===== config.mk =====
export PLATFORM = sky130hd
export DESIGN_NAME = lsu_bus_ctrl
export DESIGN_NICKNAME = d
export VERILOG_FILES = /design/src/rtl/lsu_bus_ctrl.sv
export SDC_FILE = /design/constraint.sdc
export NUM_CORES = 1
export LEC_CHECK = 0
export ABC_AREA = 0
export CAP_MARGIN = 20
export CORE_ASPECT_RATIO = 2
export CORE_MARGIN = 8
export CORE_UTILIZATION = 35
export CTS_CLUSTER_DIAMETER = 200
export DETAILED_ROUTE_END_ITERATION = 10
export PLACE_DENSITY = 0.76
export SLEW_MARGIN = 25
export SYNTH_ARGS = -nofsm -noshare
export SYNTH_HDL_FRONTEND = slang
export SYNTH_SLANG_ARGS = --single-unit

===== constraint.sdc =====
create_clock -name clk -period 1.96 [get_ports clk]
set_input_delay 0.392 -clock clk [delete_from_list [all_inputs] [get_ports clk]]
set_output_delay 0.392 -clock clk [all_outputs]
set_load 0.02 [all_outputs]

===== src/rtl/lsu_bus_ctrl.sv =====
// Load/store bus controller: issues one req/gnt(/rvalid) bus transaction per
// aligned memory instruction, stalls the core meanwhile and returns lane-aligned load data.
module lsu_bus_ctrl #(
    parameter int ADDR_W         = 32,
    parameter int DATA_W         = 32,
    parameter int TIMEOUT_CYCLES = 16
) (
    input  logic              clk,
    input  logic              rst_n,
    input  logic              mem_rd,
    input  logic              mem_wr,
    input  logic [2:0]        funct3,
    input  logic [ADDR_W-1:0] eff_addr,
    input  logic [DATA_W-1:0] store_data,
    output logic              stall,
    output logic [DATA_W-1:0] rddata,
    output logic              misaligned_exc,
    output logic              bus_err,
    output logic              bus_req,
    output logic              bus_we,
    output logic [ADDR_W-1:0] bus_addr,
    output logic [3:0]        bus_be,
    output logic [DATA_W-1:0] bus_wdata,
    input  logic              bus_gnt,
    input  logic              bus_rvalid,
    input  logic [DATA_W-1:0] bus_rdata,
    output logic [1:0]        dbg_state
);

    // Bus handshake: bus_req stays high with stable addr/we/be/wdata until the
    // cycle bus_gnt is sampled high; for reads the data arrives later on the
    // cycle bus_rvalid is sampled high. gnt/rvalid outside those phases are ignored.

    localparam int CNT_W = (TIMEOUT_CYCLES > 2) ? $clog2(TIMEOUT_CYCLES) : 1;

    typedef enum logic [1:0] {
        IDLE    = 2'd0,
        REQ     = 2'd1,
        WAIT_RD = 2'd2,
        DONE    = 2'd3
    } state_t;

    state_t           state;
    logic [1:0]       offset;
    logic [CNT_W-1:0] cnt;

    logic              is_b;
    logic              is_h;
    logic              access;
    logic              misalign;
    logic              start;
    logic              timeout;
    logic [3:0]        be_next;
    logic [DATA_W-1:0] wdata_next;

    always_comb begin
        is_b = 1'b0;
        is_h = 1'b0;
        case (funct3)
            3'b000, 3'b100: is_b = 1'b1;
            3'b001, 3'b101: is_h = 1'b1;
            default:        ;
        endcase
    end

    assign access   = mem_rd | mem_wr;
    assign misalign = is_h ? eff_addr[0] : (!is_b && (eff_addr[1:0] != 2'b00));
    assign start    = (state == IDLE) && access && !misalign;
    assign timeout  = (cnt == CNT_W'(TIMEOUT_CYCLES - 1));

    // Stall is forced low during reset so an abandoned access cannot freeze the core.
    assign stall     = rst_n && (start || state == REQ || state == WAIT_RD);
    assign dbg_state = state;

    always_comb begin
        be_next    = 4'b1111;
        wdata_next = '0;
        if (mem_wr) begin
            wdata_next = store_data;
            if (is_b) begin
                be_next    = 4'b0001 << eff_addr[1:0];
                wdata_next = {4{store_data[7:0]}};
            end else if (is_h) begin
                be_next    = 4'b0011 << eff_addr[1:0];
                wdata_next = {2{store_data[15:0]}};
            end
        end
    end

    always_ff @(posedge clk or negedge rst_n) begin
        if (!rst_n) begin
            state          <= IDLE;
            cnt            <= '0;
            offset         <= 2'b00;
            bus_req        <= 1'b0;
            bus_we         <= 1'b0;
            bus_addr       <= '0;
            bus_be         <= 4'b0000;
            bus_wdata      <= '0;
            rddata         <= '0;
            bus_err        <= 1'b0;
            misaligned_exc <= 1'b0;
        end else begin
            misaligned_exc <= 1'b0;
            bus_err        <= 1'b0;
            case (state)
                IDLE: begin
                    if (access) begin
                        if (misalign) begin
                            misaligned_exc <= 1'b1;
                        end else begin
                            bus_addr  <= {eff_addr[ADDR_W-1:2], 2'b00};
                            bus_we    <= mem_wr;
                            bus_be    <= be_next;
                            bus_wdata <= wdata_next;
                            offset    <= eff_addr[1:0];
                            bus_req   <= 1'b1;
                            cnt       <= '0;
                            state     <= REQ;
                        end
                    end
                end
                REQ: begin
                    if (bus_gnt) begin
                        bus_req <= 1'b0;
                        cnt     <= '0;
                        state   <= bus_we ? DONE : WAIT_RD;
                    end else if (timeout) begin
                        bus_req <= 1'b0;
                        rddata  <= '0;
                        bus_err <= 1'b1;
                        state   <= DONE;
                    end else begin
                        cnt <= cnt + CNT_W'(1);
                    end
                end
                WAIT_RD: begin
                    if (bus_rvalid) begin
                        rddata <= bus_rdata >> {offset, 3'b000};
                        state  <= DONE;
                    end else if (timeout) begin
                        rddata  <= '0;
                        bus_err <= 1'b1;
                        state   <= DONE;
                    end else begin
                        cnt <= cnt + CNT_W'(1);
                    end
                end
                default: begin
                    // DONE: one non-stalled cycle so the instruction retires.
                    state <= IDLE;
                end
            endcase
        end
    end

endmodule


[After elaboration in Yosys (flattened, before gate mapping)]
Cells that the tools add are included.
Operators by class
  $add $sub $neg: 1
  eq/ne operators: 11
  shifts and indexed selects: 3
  multiplexer cells: 38
  bitwise gates (word level): 2
  reduce and logical (&&, ||, !) cells: 21
Operator list (count)
  $mux 32: 6
  $pmux 32 s2: 1
  $mux 4: 8
  $shr 32x5->32: 1
  $mux 1: 14
  $pmux 4 s3: 1
  $mux 2: 5
  $ne 2x2->1 const B: 4
  $reduce_and 4->1: 2
  $eq 3x3->1 const B: 2
  $pmux 2 s3: 1
  $reduce_bool 2->1: 3
  $add 4x1->4 const B: 1
  $eq 4x4->1 const B: 1
  $logic_and 1x1->1: 4
  $pmux 1 s2: 2
  $reduce_and 2->1: 2
  $reduce_or 2->1: 2
  $shl 1x2->4 const A: 1
  $shl 2x2->4 const A: 1
  $eq 3x1->1 const B: 1
  $logic_not 3->1: 1
  $ne 3x3->1 const B: 1
  $reduce_and 3->1: 1
  8 further kinds: 10
Storage, ports and cells
  flip-flop bits (word level): 110
  input port bits: 105
  output and inout bits: 107
  logic and storage cells: 87

[Depth between registers and ports, before layout]
  depth in word-level cells: 11
  gate-level depth with buffers: 10
  gate-level depth less buffers: 6

[Worst setup path after synthesis]
Ideal clock, no wire load.
  path kind: register -> output
  start point: register state[0] (netlist: dbg_state[0])
  end point: output port stall
  arrival time: 2092 ps
  data required time: 1568 ps
  setup slack: -524 ps
  cell stages (with the launch flop): 9
  buffers on the path: 3
  path through: dfrtp_1 -> inv_1 -> ha_1 -> clkbuf_2 -> o21ai_0 -> or3_1 -> buf_6 -> buf_6 -> a21boi_0
Between the ends
  word-level cells in the longest chain between the ends: 6
  elaborated cells between the ends (all ways): 8
  classes of those cells: eq/ne (2); reduce/logical (6)
Ends and longest elaborated chain
  start: declaration: line 43  | state_t state;
  start signal: assignment: line 127  | state <= bus_we ? DONE : WAIT_RD;
  $logic_not 2->1: line 68  | assign start = (state == IDLE) && access && !misalign;
  $logic_and 1x1->1 (2 in a row): line 68
  $logic_or 1x1->1: line 72  | assign stall = rst_n && (start || state == REQ || state == WAIT_RD);
  $logic_or 1x1->1 (*): line 72
  $logic_and 1x1->1 (*): line 72
  end: declaration: line 15  | output logic stall,
Every way passes the cells marked *; elsewhere a longest branch is shown, timed or not.

[Final worst setup path]
  start point: register state[1] (netlist: dbg_state[1])
  end point: output port stall
Same word-level chain as after synthesis.

==> impl_metrics.py <==
metrics = {
    "status": {
        "status": "finished with violations",
        "violations": "negative setup slack",
    },
    "die": {
        "pin_count": 212,
        "start_util_pct": 35.67,
        "fp.dieH_um": 189.3,
        "die_w_um": 102.7,
        "die-area_mm2": 0.01944,
        "core_mm2": 0.01474,
        "num_rows": 63,
    },
    "sta": {
        "setup_viol": 10,
        "hold_ws_ps": 75.83,
        "max_freq_mhz": 482.7,
        "fin_crit_ps": 2071,
        "timing.slew.headroom_pct": 52.49,
        "fin_crit_sh_pct": 105.7,
        "rsz0062_at_grt": "true",
        "worst_pin_slew_ps": 711.2,
        "fin_worst_skew_ps": 12.53,
        "setup_ws_ps": -111.5,
        "slew_viol_final": 0,
        "finalHoldViolations": 0,
    },
    "synth": {
        "synth.top_cell.area_share_pct": 52.36,
        "synthCells": 445,
        "async_flop_share_pct": 100.0,
        "synth_common_cells": "110 x dfrtp_1, 50 x nand2_1, 42 x mux2i_1, 35 x o21ai_0, 30 x mux2_4",
        "yosysMostFrequentCell": "dfrtp_1",
        "synth.distinct_cells": 44,
        "synth_area_mm2": 0.005258,
        "synth_seq_cells": 110,
        "synth_area_leaders": "dfrtp_1 52%, mux2_4 8.6%, mux2i_1 8.0%",
        "synth_edf_count": 0,
        "avgSynthCellArea_um2": 11.81,
        "synth_top_area_cell": "dfrtp_1",
        "yosys_warnings": 0,
        "ys_seq_area_share_pct": 52.36,
        "ys.flop_type": "dfrtp_1",
    },
    "layout": {
        "final_core_util_pct": 55.94,
        "drive_above_1_share_pct": 16.30,
        "fillCellCount": 1273,
        "area_growth_pct": 56.83,
        "nets": 792,
        "fin_area_mm2": 0.008245,
        "antenna_cells": 0,
    },
    "grt": {
        "grt_max_degree": 111,
        "grt_pass1_vias": 4977,
        "antenna_found_initial": 0,
        "grt_first_pass_wirelength_um": 27400,
        "track_usage_pct": 18.51,
        "grt_overflow": 0,
    },
    "job": {
        "drv_cap": 0,
    },
    "clock_network": {
        "clkTransAtPathRegs_ps": 70,
        "clock_latency_ps": 340,
        "cts_sinks": 110,
        "cts_buffer_depth": 2,
        "cts_tree": "built",
        "cts_max_level": 3,
        "clock-root-buffer": "clkbuf_16",
        "cts_made_buffers": 9,
    },
    "routing": {
        "drt-total-wl_um": 17880,
        "routed_via_density": 5.143,
        "detail_route.iter0.violations": 153,
        "drt-wirelength-per-cell_um": 20.41,
        "drt-pass1-iter-count": 4,
        "drc_errors": 0,
        "vias": 4505,
        "ant_nets": 0,
    },
    "worst_setup_path": {
        "slowest_stage": "dfrtp_2",
        "crit_fanout": 2,
        "rrSetupSlack_ps": -10,
        "critPathTopFamily": "flip-flops",
        "startpoint": "dbg_state[1]",
        "cp_cell_sequence": "inv_2 -> ha_4 -> o21ai_4 -> or3_4 -> a21boi_4 -> buf_6",
        "r2r-start": "dbg_state[1]",
        "crit_type": "flop to output port",
        "required_ps": 1570,
        "worst_setup_path_start_kind": "flop",
        "crit_buf_inv": 2,
        "arrival_ps": 1680,
        "worst_setup_path_end_kind": "output port",
        "max_stage_delay_ps": 420,
    },
    "place": {
        "dpl.hpwl_um": 13570,
        "io_buffers": 208,
        "pre_cts_ws_ps": -766.4,
        "gp_congestion": 0.8866,
        "post_dp_cell_area_mm2": 0.007719,
    },
    "power_and_ir_drop": {
        "p_leak_nw": 3.672,
        "total_power_mw": 13.12,
        "vdd_ir_drop_max_v": 0.0008902,
        "powerDensity_mw_per_mm2": 1591,
    },
    "min_path": {
        "hold_class": "primary input to asynchronous set/reset pin",
    },
}
[logic make-up (layout without fill, tap and decap cells)]
group	count (synthesis)	in the layout	synth area share, %
AOI/OAI and AO/OA	119	119	16.35
adders and majority gates	9	9	2.142
muxes	72	72	16.56
buffers and inverters	38	273	4.093
DFF	110	110	52.36
and+or+nand+nor	96	96	8.424
other	1	2	0.07133
[area by class of cell]
cell class / count / area [um2] / area share (%)
clock buffers: 10 / 229.0 / 2.777
clock inverters: 4 / 75.07 / 0.9105
inverters: 4 / 15.01 / 0.1821
multi-input cells: 298 / 2352 / 28.53
flip-flops and latches: 110 / 2755 / 33.41
well taps: 195 / 244.0 / 2.959
repair buffers: 255 / 2575 / 31.23
[cell usage in the layout (no fill, tap or decap), types with 3 or more instances in the layout]
| cell | Yosys | routed |
|---|---|---|
| nor2b_1 | 12 | 11 |
| a21oi_1 | 14 | 14 |
| and3_1 | 3 | 3 |
| nand3b_1 | 3 | 3 |
| a2bb2oi_1 | 3 | 3 |
| buf_12 | 0 | 3 |
| a22o_1 | 24 | 24 |
| mux2_4 | 30 | 30 |
| dlygate4sd2_1 | 0 | 3 |
| a32o_1 | 10 | 10 |
| dfrtp_1 | 110 | 108 |
| buf_6 | 7 | 3 |
| clkdlybuf4s50_1 | 0 | 203 |
| mux2i_1 | 42 | 42 |
| clkbuf_16 | 0 | 11 |
| inv_2 | 0 | 4 |
| nand2_1 | 50 | 50 |
| ha_1 | 9 | 7 |
| o21ai_1 | 2 | 3 |
| o21a_1 | 3 | 3 |
| nor2_1 | 16 | 13 |
| o2bb2ai_1 | 8 | 8 |
| a211o_1 | 8 | 8 |
| buf_4 | 2 | 37 |
| buf_16 | 0 | 3 |
| nor2_2 | 1 | 3 |
| o21ai_0 | 35 | 33 |
[worst paths after layout]
check                                end  cells past startpoint
min in group clk           bus_wdata[17]                      2
min                         dbg_state[0]                      2
max in group asynchronous         cnt[3]                      2
max reg2reg                       cnt[0]                      9
max                                stall                      6
min reg2reg                bus_wdata[17]                      2
[metal layers]
metal	wire (um)	part of all wire (%)	vias to the layer above	track usage (%)
met2	10120	57	190	35.04
met5	0	0	-	0
met4	505	2.8	0	8.423
li1	-	-	2065	-
met3	1221	6.8	31	4.194
met1	6041	34	2219	17.90
[metrics by stage]
step | setup TNS [ps] | cells
6_report | -140.7 | 876
5_1_grt | -1451 | 876
4_1_cts | -2236 | 871
3_5_place_dp | -31220 | 852
3_3_place_gp | -29720 | 852
2_1_floorplan | -119.6 | 446
[state kept, by name, indices dropped and copies added (netlist names)]
signal,count
bus_wdata,32
rddata,32
bus_addr,30
bus_be,4
cnt,4
dbg_state,2
offset,2
bus_err,1
bus_req,1
bus_we,1
misaligned_exc,1
[report_power, final]
part / switching, mW / internal [mW] / leakage, nW
clock: 0.797 / 1.11 / 0.141
combinational: 3.51 / 3.76 / 2.16
sequential: 0.631 / 3.31 / 1.37
[what timing repair did]
action,CTS,global route
hold buffers,0,0
setup endpoints to repair,55,74
gates cloned,2,2
pin swaps,3,5
gates resized for setup,18,13
endpoints found under the hold margin,0,0
buffers inserted,3,3
(Power assumes the default switching activity.)
